<file path="config.mk">
export PLATFORM = sky130hd
export DESIGN_NAME = main_controller_flat
export DESIGN_NICKNAME = d
export VERILOG_FILES = /design/src/rtl/main_ctrl_pkg.sv /design/src/rtl/main_ctrl_if.sv /design/src/rtl/main_ctrl_outdec.sv /design/src/rtl/main_controller.sv /design/src/flat_wrapper.sv
export SDC_FILE = /design/constraint.sdc
export NUM_CORES = 1
export LEC_CHECK = 0
export CORE_MARGIN = 5
export CORE_UTILIZATION = 40
export CTS_CLUSTER_DIAMETER = 60
export DETAILED_ROUTE_END_ITERATION = 12
export DONT_BUFFER_PORTS = 1
export PLACE_DENSITY = 0.55
export SYNTH_ARGS = -nofsm -noshare
export SYNTH_HDL_FRONTEND = slang
export SYNTH_HIERARCHICAL = 1
export SYNTH_SLANG_ARGS = --single-unit
</file>
<file path="constraint.sdc">
create_clock -name clk -period 3.5 [get_ports clk]
set_input_delay 0.525 -clock clk [delete_from_list [all_inputs] [get_ports clk]]
set_output_delay 0.525 -clock clk [all_outputs]
set_load 0.005 [all_outputs]
</file>
<file path="src/rtl/main_ctrl_pkg.sv">
// Shared encodings for the multicycle main controller and the ALU controller.
// Build option: MAIN_CTRL_JUMP_EN adds the JUMP state and makes opcode 000010 legal.
package main_ctrl_pkg;

    // Controller states. The encodings above the last state are unreachable
    // and recover to FETCH.
    typedef enum logic [3:0] {
        FETCH  = 4'd0,
        DECODE = 4'd1,
        MEMADR = 4'd2,
        MEMRD  = 4'd3,
        MEMWB  = 4'd4,
        MEMWR  = 4'd5,
        EXEC   = 4'd6,
        ALUWB  = 4'd7,
        BRANCH = 4'd8,
        ADDIEX = 4'd9,
        ADDIWB = 4'd10
`ifdef MAIN_CTRL_JUMP_EN
        ,
        JUMP   = 4'd11
`endif
    } state_t;

`ifdef MAIN_CTRL_JUMP_EN
    localparam bit JUMP_EN = 1'b1;
`else
    localparam bit JUMP_EN = 1'b0;
`endif

    // Opcodes, taken from Instruction[31:26]
    localparam logic [5:0] OP_RTYPE = 6'b000000;
    localparam logic [5:0] OP_LW    = 6'b100011;
    localparam logic [5:0] OP_SW    = 6'b101011;
    localparam logic [5:0] OP_BEQ   = 6'b000100;
    localparam logic [5:0] OP_ADDI  = 6'b001000;
    localparam logic [5:0] OP_J     = 6'b000010;

    // ALUOp as seen by the ALU controller
    localparam logic [1:0] ALUOP_ADD   = 2'b00;
    localparam logic [1:0] ALUOP_SUB   = 2'b01;
    localparam logic [1:0] ALUOP_FUNCT = 2'b10;

    // PC source mux
    localparam logic [1:0] PCSRC_ALU    = 2'b00;
    localparam logic [1:0] PCSRC_ALUOUT = 2'b01;
    localparam logic [1:0] PCSRC_JUMP   = 2'b10;

    // ALU operand B mux
    localparam logic [1:0] SRCB_REG    = 2'b00;
    localparam logic [1:0] SRCB_FOUR   = 2'b01;
    localparam logic [1:0] SRCB_IMM    = 2'b10;
    localparam logic [1:0] SRCB_IMM_SH = 2'b11;

    // Full control word for one state. pcwrite and branch are combined with
    // Zero in the top to form PCEn.
    typedef struct packed {
        logic       iord;
        logic       irwrite;
        logic       memwrite;
        logic       regwrite;
        logic       regdst;
        logic       memtoreg;
        logic       alusrca;
        logic [1:0] alusrcb;
        logic [1:0] pcsrc;
        logic [1:0] aluop;
        logic       pcwrite;
        logic       branch;
        logic       illegalop;
    } ctrl_word_t;

    // True for opcodes this build of the controller executes
    function automatic logic opcode_legal(input logic [5:0] op);
        logic ok;
        case (op)
            OP_RTYPE, OP_LW, OP_SW, OP_BEQ, OP_ADDI: ok = 1'b1;
            OP_J:                                    ok = JUMP_EN;
            default:                                 ok = 1'b0;
        endcase
        return ok;
    endfunction

endpackage

</file>
<file path="src/rtl/main_ctrl_if.sv">
// Controller <-> datapath signal bundle for the multicycle main controller.
// The only handshake is MemReady: the controller holds an access (FETCH,
// MEMRD, MEMWR) with its controls stable until a cycle in which the memory
// reports MemReady=1; that cycle completes the access and the FSM advances.
interface main_ctrl_if;
    logic [31:0] Instruction;
    logic        Zero;
    logic        MemReady;

    logic        IorD;
    logic        IRWrite;
    logic        MemWrite;
    logic        RegWrite;
    logic        RegDst;
    logic        MemtoReg;
    logic        ALUSrcA;
    logic [1:0]  ALUSrcB;
    logic [1:0]  PCSrc;
    logic [1:0]  ALUOp;
    logic        PCEn;
    logic        IllegalOp;

    // Controller side
    modport master (
        input  Instruction, Zero, MemReady,
        output IorD, IRWrite, MemWrite, RegWrite, RegDst, MemtoReg, ALUSrcA,
               ALUSrcB, PCSrc, ALUOp, PCEn, IllegalOp
    );

    // Datapath / memory side
    modport slave (
        output Instruction, Zero, MemReady,
        input  IorD, IRWrite, MemWrite, RegWrite, RegDst, MemtoReg, ALUSrcA,
               ALUSrcB, PCSrc, ALUOp, PCEn, IllegalOp
    );
endinterface

</file>
<file path="src/rtl/main_ctrl_outdec.sv">
// State -> control word decode for the main controller (purely combinational).
// Build option: MAIN_CTRL_JUMP_EN enables the JUMP state decode.
module main_ctrl_outdec
    import main_ctrl_pkg::*;
(
    input  state_t     state,
    input  logic       hold,       // reset in progress: FETCH muxes, no writes
    input  logic       mem_ready,
    input  logic [5:0] opcode,
    output ctrl_word_t cw
);

    // Decode the current state; anything not set for a state stays 0
    always_comb begin
        cw = '0;
        if (hold) begin
            cw.alusrcb = SRCB_FOUR;
        end else begin
            case (state)
                FETCH: begin
                    cw.alusrcb = SRCB_FOUR;
                    cw.aluop   = ALUOP_ADD;
                    cw.pcsrc   = PCSRC_ALU;
                    cw.irwrite = mem_ready;
                    cw.pcwrite = mem_ready;
                end
                DECODE: begin
                    cw.alusrcb   = SRCB_IMM_SH;
                    cw.aluop     = ALUOP_ADD;
                    cw.illegalop = ~opcode_legal(opcode);
                end
                MEMADR: begin
                    cw.alusrca = 1'b1;
                    cw.alusrcb = SRCB_IMM;
                    cw.aluop   = ALUOP_ADD;
                end
                MEMRD: begin
                    cw.iord = 1'b1;
                end
                MEMWB: begin
                    cw.memtoreg = 1'b1;
                    cw.regwrite = 1'b1;
                end
                MEMWR: begin
                    cw.iord     = 1'b1;
                    cw.memwrite = 1'b1;
                end
                EXEC: begin
                    cw.alusrca = 1'b1;
                    cw.alusrcb = SRCB_REG;
                    cw.aluop   = ALUOP_FUNCT;
                end
                ALUWB: begin
                    cw.regdst   = 1'b1;
                    cw.regwrite = 1'b1;
                end
                BRANCH: begin
                    cw.alusrca = 1'b1;
                    cw.alusrcb = SRCB_REG;
                    cw.aluop   = ALUOP_SUB;
                    cw.pcsrc   = PCSRC_ALUOUT;
                    cw.branch  = 1'b1;
                end
                ADDIEX: begin
                    cw.alusrca = 1'b1;
                    cw.alusrcb = SRCB_IMM;
                    cw.aluop   = ALUOP_ADD;
                end
                ADDIWB: begin
                    cw.regwrite = 1'b1;
                end
`ifdef MAIN_CTRL_JUMP_EN
                JUMP: begin
                    cw.pcsrc   = PCSRC_JUMP;
                    cw.pcwrite = 1'b1;
                end
`endif
                default: cw = '0;
            endcase
        end
    end

endmodule

</file>
<file path="src/rtl/main_controller.sv">
// Multicycle MIPS-style main controller: state register, next-state logic,
// and the control-word decoder. The current state is exported on state_dbg.
// Build option: MAIN_CTRL_JUMP_EN adds the j instruction (JUMP state).
module main_controller
    import main_ctrl_pkg::*;
(
    input  logic        clk,
    input  logic        reset,
    main_ctrl_if.master bus,
    output logic [3:0]  state_dbg
);

    state_t     state_q;
    state_t     state_d;
    ctrl_word_t cw;
    logic [5:0] opcode;
    logic       unused_instr_bits;

    assign opcode            = bus.Instruction[31:26];
    assign unused_instr_bits = ^bus.Instruction[25:0];

    // State register; reset wins over any stall
    always_ff @(posedge clk) begin
        if (reset) begin
            state_q <= FETCH;
        end else begin
            state_q <= state_d;
        end
    end

    // Next state; the opcode is only looked at in DECODE and MEMADR
    always_comb begin
        state_d = state_q;
        case (state_q)
            FETCH: begin
                if (bus.MemReady) state_d = DECODE;
            end
            DECODE: begin
                case (opcode)
                    OP_LW, OP_SW: state_d = MEMADR;
                    OP_RTYPE:     state_d = EXEC;
                    OP_BEQ:       state_d = BRANCH;
                    OP_ADDI:      state_d = ADDIEX;
`ifdef MAIN_CTRL_JUMP_EN
                    OP_J:         state_d = JUMP;
`endif
                    default:      state_d = FETCH;
                endcase
            end
            MEMADR:  state_d = (opcode == OP_SW) ? MEMWR : MEMRD;
            MEMRD: begin
                if (bus.MemReady) state_d = MEMWB;
            end
            MEMWB:   state_d = FETCH;
            MEMWR: begin
                if (bus.MemReady) state_d = FETCH;
            end
            EXEC:    state_d = ALUWB;
            ALUWB:   state_d = FETCH;
            BRANCH:  state_d = FETCH;
            ADDIEX:  state_d = ADDIWB;
            ADDIWB:  state_d = FETCH;
`ifdef MAIN_CTRL_JUMP_EN
            JUMP:    state_d = FETCH;
`endif
            default: state_d = FETCH;
        endcase
    end

    main_ctrl_outdec u_outdec (
        .state     (state_q),
        .hold      (reset),
        .mem_ready (bus.MemReady),
        .opcode    (opcode),
        .cw        (cw)
    );

    // Drive the datapath; the branch term is the only use of Zero
    always_comb begin
        bus.IorD      = cw.iord;
        bus.IRWrite   = cw.irwrite;
        bus.MemWrite  = cw.memwrite;
        bus.RegWrite  = cw.regwrite;
        bus.RegDst    = cw.regdst;
        bus.MemtoReg  = cw.memtoreg;
        bus.ALUSrcA   = cw.alusrca;
        bus.ALUSrcB   = cw.alusrcb;
        bus.PCSrc     = cw.pcsrc;
        bus.ALUOp     = cw.aluop;
        bus.PCEn      = cw.pcwrite | (cw.branch & bus.Zero);
        bus.IllegalOp = cw.illegalop;
    end

    assign state_dbg = state_q;

endmodule

</file>
<file path="src/flat_wrapper.sv">
// flat-port wrapper written by rule: the top's interface ports become plain ports
module main_controller_flat import main_ctrl_pkg::*;
  (clk, reset, state_dbg, bus_Instruction, bus_Zero, bus_MemReady, bus_IorD, bus_IRWrite, bus_MemWrite, bus_RegWrite, bus_RegDst, bus_MemtoReg, bus_ALUSrcA, bus_ALUSrcB, bus_PCSrc, bus_ALUOp, bus_PCEn, bus_IllegalOp);
  main_ctrl_if bus_i ();
  input  logic clk;
  input  logic reset;
  output logic [3:0] state_dbg;
  input wire logic [$bits(bus_i.Instruction)-1:0] bus_Instruction;
  input wire logic [$bits(bus_i.Zero)-1:0] bus_Zero;
  input wire logic [$bits(bus_i.MemReady)-1:0] bus_MemReady;
  output wire logic [$bits(bus_i.IorD)-1:0] bus_IorD;
  output wire logic [$bits(bus_i.IRWrite)-1:0] bus_IRWrite;
  output wire logic [$bits(bus_i.MemWrite)-1:0] bus_MemWrite;
  output wire logic [$bits(bus_i.RegWrite)-1:0] bus_RegWrite;
  output wire logic [$bits(bus_i.RegDst)-1:0] bus_RegDst;
  output wire logic [$bits(bus_i.MemtoReg)-1:0] bus_MemtoReg;
  output wire logic [$bits(bus_i.ALUSrcA)-1:0] bus_ALUSrcA;
  output wire logic [$bits(bus_i.ALUSrcB)-1:0] bus_ALUSrcB;
  output wire logic [$bits(bus_i.PCSrc)-1:0] bus_PCSrc;
  output wire logic [$bits(bus_i.ALUOp)-1:0] bus_ALUOp;
  output wire logic [$bits(bus_i.PCEn)-1:0] bus_PCEn;
  output wire logic [$bits(bus_i.IllegalOp)-1:0] bus_IllegalOp;
  assign bus_i.Instruction = bus_Instruction;
  assign bus_i.Zero = bus_Zero;
  assign bus_i.MemReady = bus_MemReady;
  assign bus_IorD = bus_i.IorD;
  assign bus_IRWrite = bus_i.IRWrite;
  assign bus_MemWrite = bus_i.MemWrite;
  assign bus_RegWrite = bus_i.RegWrite;
  assign bus_RegDst = bus_i.RegDst;
  assign bus_MemtoReg = bus_i.MemtoReg;
  assign bus_ALUSrcA = bus_i.ALUSrcA;
  assign bus_ALUSrcB = bus_i.ALUSrcB;
  assign bus_PCSrc = bus_i.PCSrc;
  assign bus_ALUOp = bus_i.ALUOp;
  assign bus_PCEn = bus_i.PCEn;
  assign bus_IllegalOp = bus_i.IllegalOp;
  main_controller u_core (.clk(clk), .reset(reset), .bus(bus_i), .state_dbg(state_dbg));
endmodule
</file>
=== Word level (Yosys, flattened, before mapping) ===
Index checks and enable logic that the tools add are counted.

* Bits of input ports: 36
* Register bits after elaboration: 4
* Output and inout port bits: 19
* Logic and storage cells: 54

* Eq/ne operators: 17
* Reduce and logical (&&, ||, !) cells: 9
* Bitwise gates (word level): 3
* Mux-type cells: 24

{| class="wikitable"
|+ Operators with widths
! cell !! count
|-
| case mux 4 bit (7 select lines) || 1
|-
| == test 4 x 3 -> 1 bit (second input constant) || 4
|-
| case mux 4 bit (4 select lines) || 1
|-
| two-way mux 7 bit || 2
|-
| two-way mux 1 bit || 13
|-
| == test 4 bit (second input constant) || 3
|-
| == test 6 bit (second input constant) || 2
|-
| two-way mux 4 bit || 3
|-
| == test 4 x 2 -> 1 bit (second input constant) || 2
|-
| == test 6 x 3 -> 1 bit (second input constant) || 1
|-
| == test 6 x 4 -> 1 bit (second input constant) || 1
|-
| logical NOT 6 bit || 1
|-
| != test 2 bit (second input constant) || 3
|-
| case mux 2 bit (3 select lines) || 1
|-
| OR reduction 2 bit || 3
|-
| OR reduction 5 bit || 1
|-
| == test 4 x 1 -> 1 bit (second input constant) || 1
|-
| logical NOT 4 bit || 1
|-
| case mux 2 bit (2 select lines) || 1
|-
| OR reduction 4 bit || 1
|-
| two-way mux 3 bit || 1
|-
| AND reduction 3 bit || 1
|-
| OR reduction 3 bit || 1
|-
| two-way mux 2 bit || 1
|-
| 3 further kinds || 3
|}

=== Depth between registers and ports, before layout ===
* Depth after elaboration: 10
* Mapped depth: 5
* Mapped depth without buffers: 4

=== Hierarchy ===
Netlist, hierarchy kept.

{| class="wikitable"
|+ Modules (own cells, without submodules)
! module !! area an instance (sq um) !! seq. area each (sq um) !! cells an instance !! instances
|-
| main_controller || 330.3 || 80.1 || 39 || 1
|-
| main_ctrl_outdec || 232.7 || 0.0 || 38 || 1
|}

=== Least setup slack after synthesis ===
Ideal clock, no wire load.

* Path kind: reg2out
* From: register u_core.state_q[2] (netlist: u_core/state_dbg[2])
* To: output bus_IllegalOp
* Slack: 1,686 ps
* Buffers on the path: 1
* Arrival time: 1,289 ps
* Cell stages (with the launch flop): 4
* Required time: 2,975 ps
* Cell sequence: dfxtp_1 -> clkbuf_1 -> or4_1 -> nor3_1

* Word-level cells in the longest chain between the ends: 3

{| class="wikitable"
|+ RTL lines
! what !! line !! text
|-
| from (decl) || main_controller.sv:13 || <nowiki>state_t state_q;</nowiki>
|-
| from (signal assigned) || main_controller.sv:27 || <nowiki>state_q <= state_d;</nowiki>
|-
| == test 4 x 1 -> 1 bit || main_ctrl_outdec.sv:19 || <nowiki>case (state)</nowiki>
|-
| two-way mux 1 bit || main_ctrl_outdec.sv:19 ||
|-
| two-way mux 7 bit || main_ctrl_outdec.sv:16 || <nowiki>if (hold) begin</nowiki>
|-
| to (decl) || flat_wrapper.sv:22 || <nowiki>output wire logic [$bits(bus_i.IllegalOp)-1:0] bus_IllegalOp;</nowiki>
|}

Every way passes these cells.

=== Final worst setup path ===
* From: register u_core.state_q[3] (netlist: u_core/state_dbg[3])
* To: output bus_PCEn

* Word-level cells in the longest chain between the ends: 5
* Elaborated cells on any way between the ends: 7
* Those cells by class: eq/ne: 1; mux: 3; bitwise: 2; reduce/logical: 1

{| class="wikitable"
|+ RTL lines
! what !! line !! text
|-
| == test 4 bit || main_ctrl_outdec.sv:19 ||
|-
| two-way mux 1 bit || main_ctrl_outdec.sv:19 ||
|-
| two-way mux 7 bit * || main_ctrl_outdec.sv:16 ||
|-
| bitwise AND 1 bit || main_controller.sv:90 || <nowiki>bus.PCEn = cw.pcwrite | (cw.branch & bus.Zero);</nowiki>
|-
| OR 1 bit * || main_controller.sv:90 ||
|-
| to (decl) || flat_wrapper.sv:21 || <nowiki>output wire logic [$bits(bus_i.PCEn)-1:0] bus_PCEn;</nowiki>
|}

Mark *: on every way between the ends. The rest lies on a longest branch, timed or not.

==> flow_summary_export.csv <==
group,metric,value,unit
run_status,status,"completed",
finish,drive_gt1_share,14.9,%
cts,cts_tree,"done",
floorplan,core,1320,sq um
yosys,netlist_area,563,sq um
timing,max_slew_margin,53.6,%
yosys,synth_seq_area_share,14.2,%
timing,report.final.slew_viol_count,0,
route,firstDrtPassIters,4,
power_and_ir_drop,powerDensity,226,nW/um^2
floorplan,die_w,47.5,um
cts,path_clk_slew,40,ps
finish,final_nets,112,
critical_path,cp-startpoint,"u_core/state_dbg[3]",
placed_design,gp_congestion,0.691,
critical_path,crit_type,"flop to output port",
yosys,syn_nets,113,
cts,cts_resized,0,
timing,finalHoldViolations,0,
finish,layout_commonest_cell,"nor2_1",
critical_path,start_kind,"flop",
yosys,synth_ff_type,"dfxtp_1",
grt,grt_antenna_before_repair,0,
power_and_ir_drop,p_int,0.0000949,W
timing,finalSetupTns,0,ps
power_and_ir_drop,p_seq_share,40.4,%
floorplan,die_area,2260,sq um
cts,h-tree-depth,1,
grt,grt_pass1_vias,507,
timing,period_share,65.7,%
yosys,synth-async-reset-ratio,0,%
cts,clock_sinks,4,
cts,insertion_delay,230,ps
flow_run,drv_cap,0,
timing,rsz0062_at_grt,"false",
yosys,ys_types,36,
power_and_ir_drop,switchingPower,0.0000313,W
floorplan,die_y,47.5,um
finish,fin_cells,89,
finish,antenna_cells,0,
yosys,ys_warn_count,6,
grt,grt_pass1_wl,2100,um
finish,largest_reg_flops,4,
cts,hold_buffers,0,
finish,mostFrequentLayoutCells,"10 x nor2_1, 6 x nor3_1, 6 x nand2_1, 6 x a21oi_1",
route,antenna_left,0,
cts,post-cts-setup-buffers,0,
route,drt_iter0_drc,8,
critical_path,endpoint_kind,"output port",
yosys,syn-mean-instance-area,7.31,sq um
power_and_ir_drop,comb_power_share,14.9,%
floorplan,start_util,42.7,%
power_and_ir_drop,p_total,0.000126,W
placed_design,dp_hpwl,1010,um
route,drc_errors,0,
placed_design,port-buffer-count,0,
critical_path,cp_max_fo,14,
critical_path,r2r_start,"u_core/state_dbg[1]",
cts,clockBufferDepth,2,
route,wire_per_inst,15.1,um
critical_path,arrival,1770,ps
timing,setup_viol,0,
placed_design,place_inst,86,
timing,finalHoldWorstSlack,370,ps
power_and_ir_drop,p_clk_share,44.7,%
route,vias,548,
yosys,synth_seq_cells,4,
yosys,synth_edf_count,0,
finish,synthToLayoutAreaGrowth,-0.667,%
timing,final.setup_skew,1.04,ps
grt,grtUsageTotal,13.1,%
worst_hold_path,min-delay-start,"reset",
timing,tightest_slew,689,ps
power_and_ir_drop,power.leakage,0.186,nW
cts,numCtsBuffers,3,
critical_path,crit_required,2970,ps
worst_hold_path,hold_path.class,"input port to flop",
timing,min_period,2300,ps
grt,grt_overflow_total,0,
route,routed_wl,1340,um
finish,stdcell_area,559,sq um
grt,grt_max_degree,17,
power_and_ir_drop,vdd_drop_max,0.000142,V
timing,max_freq,435,MHz
floorplan,core.rowCount,13,
power_and_ir_drop,switching_share,24.8,%
floorplan,io_pins,55,
yosys,synth_cells,77,
cts,clockRootBuffer,"clkbuf_4",
placed_design,place_area,537,sq um
route,vias_per_cell,6.16,
==> area by class of cell <==
type / instances / area (sq um)
fillers: 151 / 758
multi-input cells: 63 / 423
flip-flops and latches: 4 / 80.1
clock buffers: 3 / 22.5
well taps: 15 / 18.8
inverters: 4 / 15.0
==> metrics by stage <==
| stage | util (%) | setup WS [ps] |
|---|---|---|
| 3_3_place_gp | 40.7 | 1450 |
| 5_1_grt | 42.5 | 1010 |
| 4_1_cts | 42.5 | 1180 |
| 2_1_floorplan | - | 1690 |
| 3_5_place_dp | 40.7 | 1440 |
| 6_report | 42.5 | 1200 |
==> cell families (layout without fill, tap and decap cells) <==
kind of cell	count (synthesis)	in the layout	share of synthesized area (%)
AOI/OAI and AO/OA	18	18	25.8
DFF	4	4	14.2
other	1	1	0.666
and+or+nand+nor	42	42	45.6
xor gates and xnor gates	2	2	3.11
buffers and inverters	10	7	10.7
==> Yosys cell counts, types with 2 or more instances <==
| cell | n | area [sq um] |
|---|---|---|
| nor2_1 | 10 | 37.5 |
| a21oi_1 | 6 | 30.0 |
| nand2_1 | 6 | 22.5 |
| nor3_1 | 6 | 30.0 |
| buf_4 | 4 | 30.0 |
| dfxtp_1 | 4 | 80.1 |
| inv_1 | 4 | 15.0 |
| nor4_1 | 3 | 18.8 |
| nand2b_4 | 2 | 27.5 |
| nand3_1 | 2 | 10.0 |
| nand4b_1 | 2 | 17.5 |
| o21a_1 | 2 | 15.0 |
| or2b_1 | 2 | 15.0 |
| or4_1 | 2 | 15.0 |
==> power by group through the flow <==
stage	sequential (W)	clock (W)	combinational (W)
2_1_floorplan	0.0000503	0	0.0000189
3_3_place_gp	0.0000516	0	0.0000186
3_5_place_dp	0.0000516	0	0.0000187
4_1_cts	0.0000509	0.0000604	0.0000188
5_1_grt	0.0000514	0.0000639	0.0000215
6_report	0.0000510	0.0000564	0.0000187
==> metal layers <==
layer / wire (um) / GRT usage, % / share of wire [%] / vias up
met5: 0 / 0 / 0 / -
met4: 19 / 6.63 / 1.4 / 0
met3: 112 / 3.01 / 8.3 / 2
met2: 627 / 21.4 / 47 / 20
met1: 585 / 16.0 / 44 / 244
li1: - / - / - / 282
==> final timing paths <==
| kind | to | slack (ps) | cells past startpoint |
|---|---|---|---|
| max | bus_PCEn | 1200 | 3 |
| min | u_core/state_dbg[3] | 370 | 1 |
| max reg2reg | u_core/state_dbg[0] | 2030 | 4 |
| min reg2reg | u_core/state_dbg[3] | 770 | 2 |
==> worst max-delay path: stages (launching register included) <==
cell	delay, ps
dfxtp_1	610
nand2b_1	150
nor4_1	550
a21o_1	230
No activity file was read; power rests on OpenSTA's default activity.
